--- src/rtl/uart_wb_debug_master.sv ---
// Host debug bridge: 8N1 UART command frames drive single 32-bit Wishbone cycles,
// and the status byte (plus read data) goes back over UART TX.
module uart_wb_debug_master #(
  parameter int unsigned CLK_DIV    = 208,
  parameter int unsigned WB_TIMEOUT = 255
) (
  input  logic        clock,
  input  logic        reset_n,
  input  logic        uart_rx_i,
  output logic        uart_tx_o,
  output logic [31:0] wb_adr_o,
  output logic [31:0] wb_dat_o,
  input  logic [31:0] wb_dat_i,
  output logic [3:0]  wb_sel_o,
  output logic        wb_we_o,
  output logic        wb_cyc_o,
  output logic        wb_stb_o,
  input  logic        wb_ack_i,
  input  logic        wb_err_i,
  output logic        busy_o
);

  localparam int unsigned CW = 16;
  localparam logic [CW-1:0] BIT_LAST  = CW'(CLK_DIV - 1);
  localparam logic [CW-1:0] HALF_LAST = CW'(CLK_DIV / 2 - 1);
  localparam logic [CW-1:0] TOUT_LAST = CW'(WB_TIMEOUT - 1);
  localparam logic [7:0]    CMD_WR    = 8'h57;
  localparam logic [7:0]    CMD_RD    = 8'h52;
  localparam logic [7:0]    ST_OK     = 8'h4B;
  localparam logic [7:0]    ST_ERR    = 8'h45;

  typedef enum logic [2:0] {S_IDLE, S_ADDR, S_DATA, S_BUS, S_RESP} state_t;

  state_t state, state_nxt;

  // UART receive path
  logic          rx_meta, rx_sync, rx_prev;
  logic          rx_busy;
  logic [CW-1:0] rx_cnt;
  logic [3:0]    rx_bit;
  logic [7:0]    rx_shift;
  logic          rx_valid, rx_ferr;

  // UART transmit path
  logic          tx_busy;
  logic [CW-1:0] tx_cnt;
  logic [3:0]    tx_bit;
  logic [8:0]    tx_shift;
  logic          tx_end_c, tx_ready_c, tx_start_c;
  logic [7:0]    tx_byte_c;

  // Frame/bus bookkeeping
  logic          we_q, ok_q;
  logic [1:0]    byte_cnt;
  logic [2:0]    tx_idx;
  logic [2:0]    resp_len_c;
  logic [CW-1:0] tout_cnt;
  logic [31:0]   rdata_q;

  assign wb_stb_o = wb_cyc_o;

  // Start bit is confirmed at mid-bit; data and stop bits follow one bit period apart.
  always_ff @(posedge clock) begin
    if (!reset_n) begin
      rx_meta  <= 1'b1;
      rx_sync  <= 1'b1;
      rx_prev  <= 1'b1;
      rx_busy  <= 1'b0;
      rx_cnt   <= '0;
      rx_bit   <= '0;
      rx_shift <= '0;
      rx_valid <= 1'b0;
      rx_ferr  <= 1'b0;
    end else begin
      rx_meta  <= uart_rx_i;
      rx_sync  <= rx_meta;
      rx_prev  <= rx_sync;
      rx_valid <= 1'b0;
      rx_ferr  <= 1'b0;
      if (!rx_busy) begin
        if (rx_prev && !rx_sync) begin
          rx_busy <= 1'b1;
          rx_cnt  <= '0;
          rx_bit  <= '0;
        end
      end else if (rx_bit == 4'd0) begin
        if (rx_cnt == HALF_LAST) begin
          rx_cnt <= '0;
          if (rx_sync) rx_busy <= 1'b0;
          else         rx_bit  <= 4'd1;
        end else begin
          rx_cnt <= rx_cnt + CW'(1);
        end
      end else if (rx_cnt == BIT_LAST) begin
        rx_cnt <= '0;
        if (rx_bit == 4'd9) begin
          rx_busy  <= 1'b0;
          rx_valid <= rx_sync;
          rx_ferr  <= !rx_sync;
        end else begin
          rx_shift <= {rx_sync, rx_shift[7:1]};
          rx_bit   <= rx_bit + 4'd1;
        end
      end else begin
        rx_cnt <= rx_cnt + CW'(1);
      end
    end
  end

  // The stop bit's final cycle doubles as a load slot so consecutive bytes abut.
  assign tx_end_c   = tx_busy && (tx_bit == 4'd9) && (tx_cnt == BIT_LAST);
  assign tx_ready_c = !tx_busy || tx_end_c;

  always_ff @(posedge clock) begin
    if (!reset_n) begin
      tx_busy   <= 1'b0;
      tx_cnt    <= '0;
      tx_bit    <= '0;
      tx_shift  <= '1;
      uart_tx_o <= 1'b1;
    end else if (tx_start_c) begin
      tx_busy   <= 1'b1;
      tx_cnt    <= '0;
      tx_bit    <= '0;
      tx_shift  <= {1'b1, tx_byte_c};
      uart_tx_o <= 1'b0;
    end else if (tx_busy) begin
      if (tx_cnt == BIT_LAST) begin
        tx_cnt <= '0;
        if (tx_bit == 4'd9) begin
          tx_busy   <= 1'b0;
          uart_tx_o <= 1'b1;
        end else begin
          uart_tx_o <= tx_shift[0];
          tx_shift  <= {1'b1, tx_shift[8:1]};
          tx_bit    <= tx_bit + 4'd1;
        end
      end else begin
        tx_cnt <= tx_cnt + CW'(1);
      end
    end
  end

  assign resp_len_c = (ok_q && !we_q) ? 3'd5 : 3'd1;

  always_ff @(posedge clock) begin
    if (!reset_n) state <= S_IDLE;
    else          state <= state_nxt;
  end

  // Next-state and response byte selection
  always_comb begin
    state_nxt  = state;
    tx_start_c = 1'b0;
    tx_byte_c  = ok_q ? ST_OK : ST_ERR;
    case (tx_idx)
      3'd1:    tx_byte_c = rdata_q[31:24];
      3'd2:    tx_byte_c = rdata_q[23:16];
      3'd3:    tx_byte_c = rdata_q[15:8];
      3'd4:    tx_byte_c = rdata_q[7:0];
      default: ;
    endcase
    case (state)
      S_IDLE: begin
        if (rx_valid && (rx_shift == CMD_WR || rx_shift == CMD_RD)) state_nxt = S_ADDR;
      end
      S_ADDR: begin
        if (rx_ferr)                              state_nxt = S_IDLE;
        else if (rx_valid && byte_cnt == 2'd3)    state_nxt = we_q ? S_DATA : S_BUS;
      end
      S_DATA: begin
        if (rx_ferr)                              state_nxt = S_IDLE;
        else if (rx_valid && byte_cnt == 2'd3)    state_nxt = S_BUS;
      end
      S_BUS: begin
        if (wb_ack_i || wb_err_i || tout_cnt == TOUT_LAST) state_nxt = S_RESP;
      end
      S_RESP: begin
        if (tx_ready_c) begin
          if (tx_idx == resp_len_c) state_nxt  = S_IDLE;
          else                      tx_start_c = 1'b1;
        end
      end
      default: state_nxt = S_IDLE;
    endcase
  end

  // Bus master registers; address/data hold after a cycle until the next frame shifts in.
  always_ff @(posedge clock) begin
    if (!reset_n) begin
      busy_o   <= 1'b0;
      we_q     <= 1'b0;
      ok_q     <= 1'b0;
      byte_cnt <= '0;
      tx_idx   <= '0;
      tout_cnt <= '0;
      rdata_q  <= '0;
      wb_adr_o <= '0;
      wb_dat_o <= '0;
      wb_sel_o <= '0;
      wb_we_o  <= 1'b0;
      wb_cyc_o <= 1'b0;
    end else begin
      busy_o <= (state_nxt != S_IDLE);
      if (state == S_IDLE && state_nxt == S_ADDR) begin
        we_q     <= (rx_shift == CMD_WR);
        byte_cnt <= '0;
      end
      if (rx_valid && state == S_ADDR) begin
        wb_adr_o <= {wb_adr_o[23:0], rx_shift};
        byte_cnt <= byte_cnt + 2'd1;
      end
      if (rx_valid && state == S_DATA) begin
        wb_dat_o <= {wb_dat_o[23:0], rx_shift};
        byte_cnt <= byte_cnt + 2'd1;
      end
      if (state != S_BUS && state_nxt == S_BUS) begin
        wb_cyc_o <= 1'b1;
        wb_sel_o <= 4'hF;
        wb_we_o  <= we_q;
        tout_cnt <= '0;
      end
      if (state == S_BUS) begin
        tout_cnt <= tout_cnt + CW'(1);
        if (state_nxt == S_RESP) begin
          wb_cyc_o <= 1'b0;
          wb_sel_o <= '0;
          wb_we_o  <= 1'b0;
          ok_q     <= wb_ack_i;
          tx_idx   <= '0;
          if (wb_ack_i && !we_q) rdata_q <= wb_dat_i;
        end
      end
      if (tx_start_c) tx_idx <= tx_idx + 3'd1;
    end
  end

endmodule
--- config.mk ---
export PLATFORM = sky130hd
export DESIGN_NAME = uart_wb_debug_master
export DESIGN_NICKNAME = d
export VERILOG_FILES = /design/src/rtl/uart_wb_debug_master.sv
export SDC_FILE = /design/constraint.sdc
export NUM_CORES = 1
export LEC_CHECK = 0
export ABC_AREA = 1
export CORE_ASPECT_RATIO = 0.75
export CORE_UTILIZATION = 62
export CTS_BUF_LIST = sky130_fd_sc_hd__clkbuf_8
export CTS_CLUSTER_SIZE = 25
export DETAILED_ROUTE_END_ITERATION = 8
export GPL_TIMING_DRIVEN = 0
export HOLD_SLACK_MARGIN = 0.12
export PLACE_DENSITY_LB_ADDON = 0.1
export SLEW_MARGIN = 20
export SYNTH_ARGS = -nofsm -noshare
export SYNTH_HDL_FRONTEND = slang
export SYNTH_SLANG_ARGS = --single-unit
--- constraint.sdc ---
create_clock -name clock -period 5 [get_ports clock]
set_input_delay 1.25 -clock clock [delete_from_list [all_inputs] [get_ports clock]]
set_output_delay 1.25 -clock clock [all_outputs]
set_load 0.02 [all_outputs]
==> impl_metrics.env <==
export IMPL_status="finished clean"
export IMPL_viasPerCell=5.513
export IMPL_cts_tree="built"
export IMPL_cp_cell_sequence="clkdlybuf4s50_1 -> clkbuf_1 -> clkbuf_1 -> o21ai_0 -> nor2_1"
export IMPL_wl_per_cell_um=14.36
export IMPL_skew_ps=11.50
export IMPL_grt_antenna_before_repair=0
export IMPL_routabilityCongestion=0.9293
export IMPL_p_leak_nw=4.130
export IMPL_finalMaxSlewViolations=0
export IMPL_num_rows=37
export IMPL_cts_buffers=17
export IMPL_grt_pass1_wl_um=36780
export IMPL_min_path_type="flip-flop to flip-flop"
export IMPL_worstReg2RegEnd="tx_shift[1]"
export IMPL_grt_ovfl_total=0
export IMPL_power_density_mw_per_mm2=247.8
export IMPL_cts_root_buf="clkbuf_8"
export IMPL_yosysWarnings=0
export IMPL_layout_commonest_cell="nand2_1"
export IMPL_drt_pass1_iterations=5
export IMPL_p_total_mw=2.620
export IMPL_grt_max_degree=17
export IMPL_track_usage_pct=30.97
export IMPL_drt_wl_total_um=22220
export IMPL_ys_types=44
export IMPL_numClockSinks=193
export IMPL_crit_path_start_kind="input port"
export IMPL_path_clk_slew_ps=90
export IMPL_r2r_start="tx_idx[0]"
export IMPL_synth_compound_gate_area_share_pct=14.38
export IMPL_ys_dominant_reg_cell="dfxtp_1"
export IMPL_cts_setup_buffers=0
export IMPL_finalWorstSetupSlack_ps=2135
export IMPL_period_needed_ps=2865
export IMPL_antenna_cells=0
export IMPL_fmaxAchievable_mhz=349.1
export IMPL_drv_cap=0
export IMPL_synthCells=1231
export IMPL_die_h_um=105.7
export IMPL_hold_buffers=0
export IMPL_worst_pin_slew_ps=683.8
export IMPL_synth_seq_area_share_pct=43.46
export IMPL_final_hold_viol_count=0
export IMPL_syn_area_per_cell_um2=7.223
export IMPL_wl_met1_um=10660
export IMPL_critical_path_class="input port to flip-flop"
export IMPL_async_reset_ff_share_pct=0
export IMPL_slowest_delay_ps=600
export IMPL_setup_viol=0
export IMPL_die_x_um=140.3
export IMPL_htreeDepth=4
export IMPL_relSlewSlack_pct=54.41
export IMPL_clockBufferDepth=2
export IMPL_final_cell_mix="nand2_1 (231), dfxtp_1 (193), nor2_1 (147)"
export IMPL_worstHoldEndpoint="rx_sync"
export IMPL_ys_ff_latch=193
export IMPL_drc=0
export IMPL_yosys_mux_area_fraction_pct=0
export IMPL_highest_layer="met4"
export IMPL_io_buffers=109
export IMPL_start_util_pct=64.23
export IMPL_endpoint_kind="flip-flop"
export IMPL_fin_crit_sh_pct=57.30
export IMPL_ant_nets=0
export IMPL_crit_fanout=10
export IMPL_syn_area_mm2=0.008891
export IMPL_cts_resized=0
export IMPL_dp_final_hpwl_um=16090
export IMPL_final_nets=1411
export IMPL_hold_start="rx_meta"
export IMPL_cp_data_required_time_ps=5420
export IMPL_rsz0062_at_grt="false"
export IMPL_rrSetupSlack_ps=2950
export IMPL_final_util_pct=76.39
export IMPL_synth_top_family_by_area="simple AND/OR/NAND/NOR gates"
export IMPL_dr_wl_met3_um=1312
export IMPL_area_growth_pct=18.93
export IMPL_synthSimpleGateAreaFrac_pct=29.62
export IMPL_critPathSlowestCell="clkdlybuf4s50_1"
export IMPL_grt_pass1_vias=7710
export IMPL_ir_drop_v=0.0001763
export IMPL_die_area_mm2=0.01483
export IMPL_dr_first_iter_drc_count=689
export IMPL_synth_xor_area_share_pct=0.9851
export IMPL_fp_coreArea_mm2=0.01384
export IMPL_crit_arrival_ps=3280
export IMPL_io_pins=110
export IMPL_fill_cells=1094
export IMPL_cp_common_cell="clkbuf_1"
export IMPL_clock_latency_ps=480
export IMPL_synth_fa_ha_area_share_pct=2.111
export IMPL_synth_edf_count=0
export IMPL_synth_net_count=1283
export IMPL_wl_met2_um=9843
export IMPL_num_vias=8528
export IMPL_dp_slack_ps=1708
export IMPL_worstHoldPathCells=1
export IMPL_layout_drive_gt1_share_pct=7.872
export IMPL_setup_tns_ps=0
export IMPL_rr_worst_depth=11
==> metrics by stage <==
stage / cells / hold WS, ps / instance area, um2
floorplan: 1231 / 392.5 / 8891
global placement: 1515 / 395.4 / 10200
detailed placement: 1515 / 396.7 / 10200
CTS: 1547 / 418.2 / 10570
global route: 1547 / 458.3 / 10570
finish: 1547 / 420.4 / 10570
==> where the power goes <==
group	internal [mW]	total (mW)	leakage, nW	switching, mW
registers	1.54	1.54	1.56	0.00287
clock network	0.419	0.975	0.184	0.556
logic	0.0419	0.103	2.39	0.0613
total	2.00	2.62	4.13	0.620
==> Yosys cell counts (2+ instances only) <==
master / count / area [um2]
nand3_4: 3 / 52.55
nand4_1: 29 / 181.4
nand3_1: 107 / 535.5
or2_2: 8 / 50.05
clkbuf_1: 27 / 101.4
clkinv_1: 4 / 15.01
xnor2_1: 4 / 35.03
buf_6: 7 / 78.83
nand2_1: 231 / 867.1
inv_1: 127 / 476.7
a22o_1: 8 / 70.07
o21a_1: 2 / 15.01
buf_8: 3 / 45.04
o21ai_1: 2 / 10.01
nor2_2: 9 / 56.30
nor2_4: 2 / 22.52
dfxtp_1: 193 / 3864
buf_2: 7 / 35.03
nor3_1: 14 / 70.07
buf_1: 4 / 15.01
nand2_2: 11 / 68.82
xor2_1: 6 / 52.55
nand3b_1: 4 / 30.03
nor2_1: 147 / 551.8
nand3_2: 4 / 40.04
ha_1: 15 / 187.7
inv_2: 6 / 22.52
o21ai_0: 89 / 445.4
nand2_4: 4 / 45.04
a21oi_1: 133 / 665.6
buf_4: 6 / 45.04
a21oi_2: 2 / 17.52
a211oi_1: 2 / 15.01
==> cell type report <==
type | count | area, um2 | share of cell area, %
tap | 175 | 219.0 | 2.071
clock buffer | 19 | 261.5 | 2.473
inverter | 138 | 519.2 | 4.911
buffer | 54 | 320.3 | 3.029
multi-input combinational | 846 | 4188 | 39.60
clock inverter | 13 | 111.4 | 1.053
sequential | 193 | 3864 | 36.54
timing repair buffer | 109 | 1091 | 10.32
==> how the worst max path moves through the flow <==
stage | startpoint | end | slack [ps] | cells past startpoint
floorplan | wb_ack_i | tout_cnt[2] | 2800 | 7
global placement | reset_n | wb_dat_o[31] | 1740 | 5
detailed placement | reset_n | rx_shift[6] | 1710 | 5
CTS | wb_cyc_o | wb_stb_o | 2170 | 2
global route | reset_n | rx_shift[6] | 2050 | 5
finish | reset_n | rx_shift[3] | 2140 | 5
==> kinds of logic after synthesis <==
kind of cell               after synthesis
and+or+nand+nor                        579
AOI/OAI and AO/OA                      242
DFF                                    193
buffers and inverters                  192
adders and majority gates               15
xor gates and xnor gates                10
==> flip-flops by register name, summed over array words and instances (netlist names), 4 cells and up <==
name	count
rx_cnt	16
rx_bit	4
rx_shift	8
wb_dat_o	32
wb_sel_o	4
tx_cnt	16
tx_bit	4
wb_adr_o	32
tout_cnt	16
rdata_q	32
tx_shift	8
==> critical path: cells and delay by family <==
| family | cells | cell delay (ps) |
|---|---|---|
| compound gates | 1 | 210 |
| buf+inv | 3 | 1700 |
| simple gates | 1 | 120 |
==> layer usage <==
metal / global-route usage (%) / vias up
met5: 0 / -
met4: 10.68 / 0
met3: 6.679 / 36
met2: 48.29 / 275
met1: 42.40 / 3950
li1: - / 4267
Note: power is estimated with default switching activity, not from simulation.
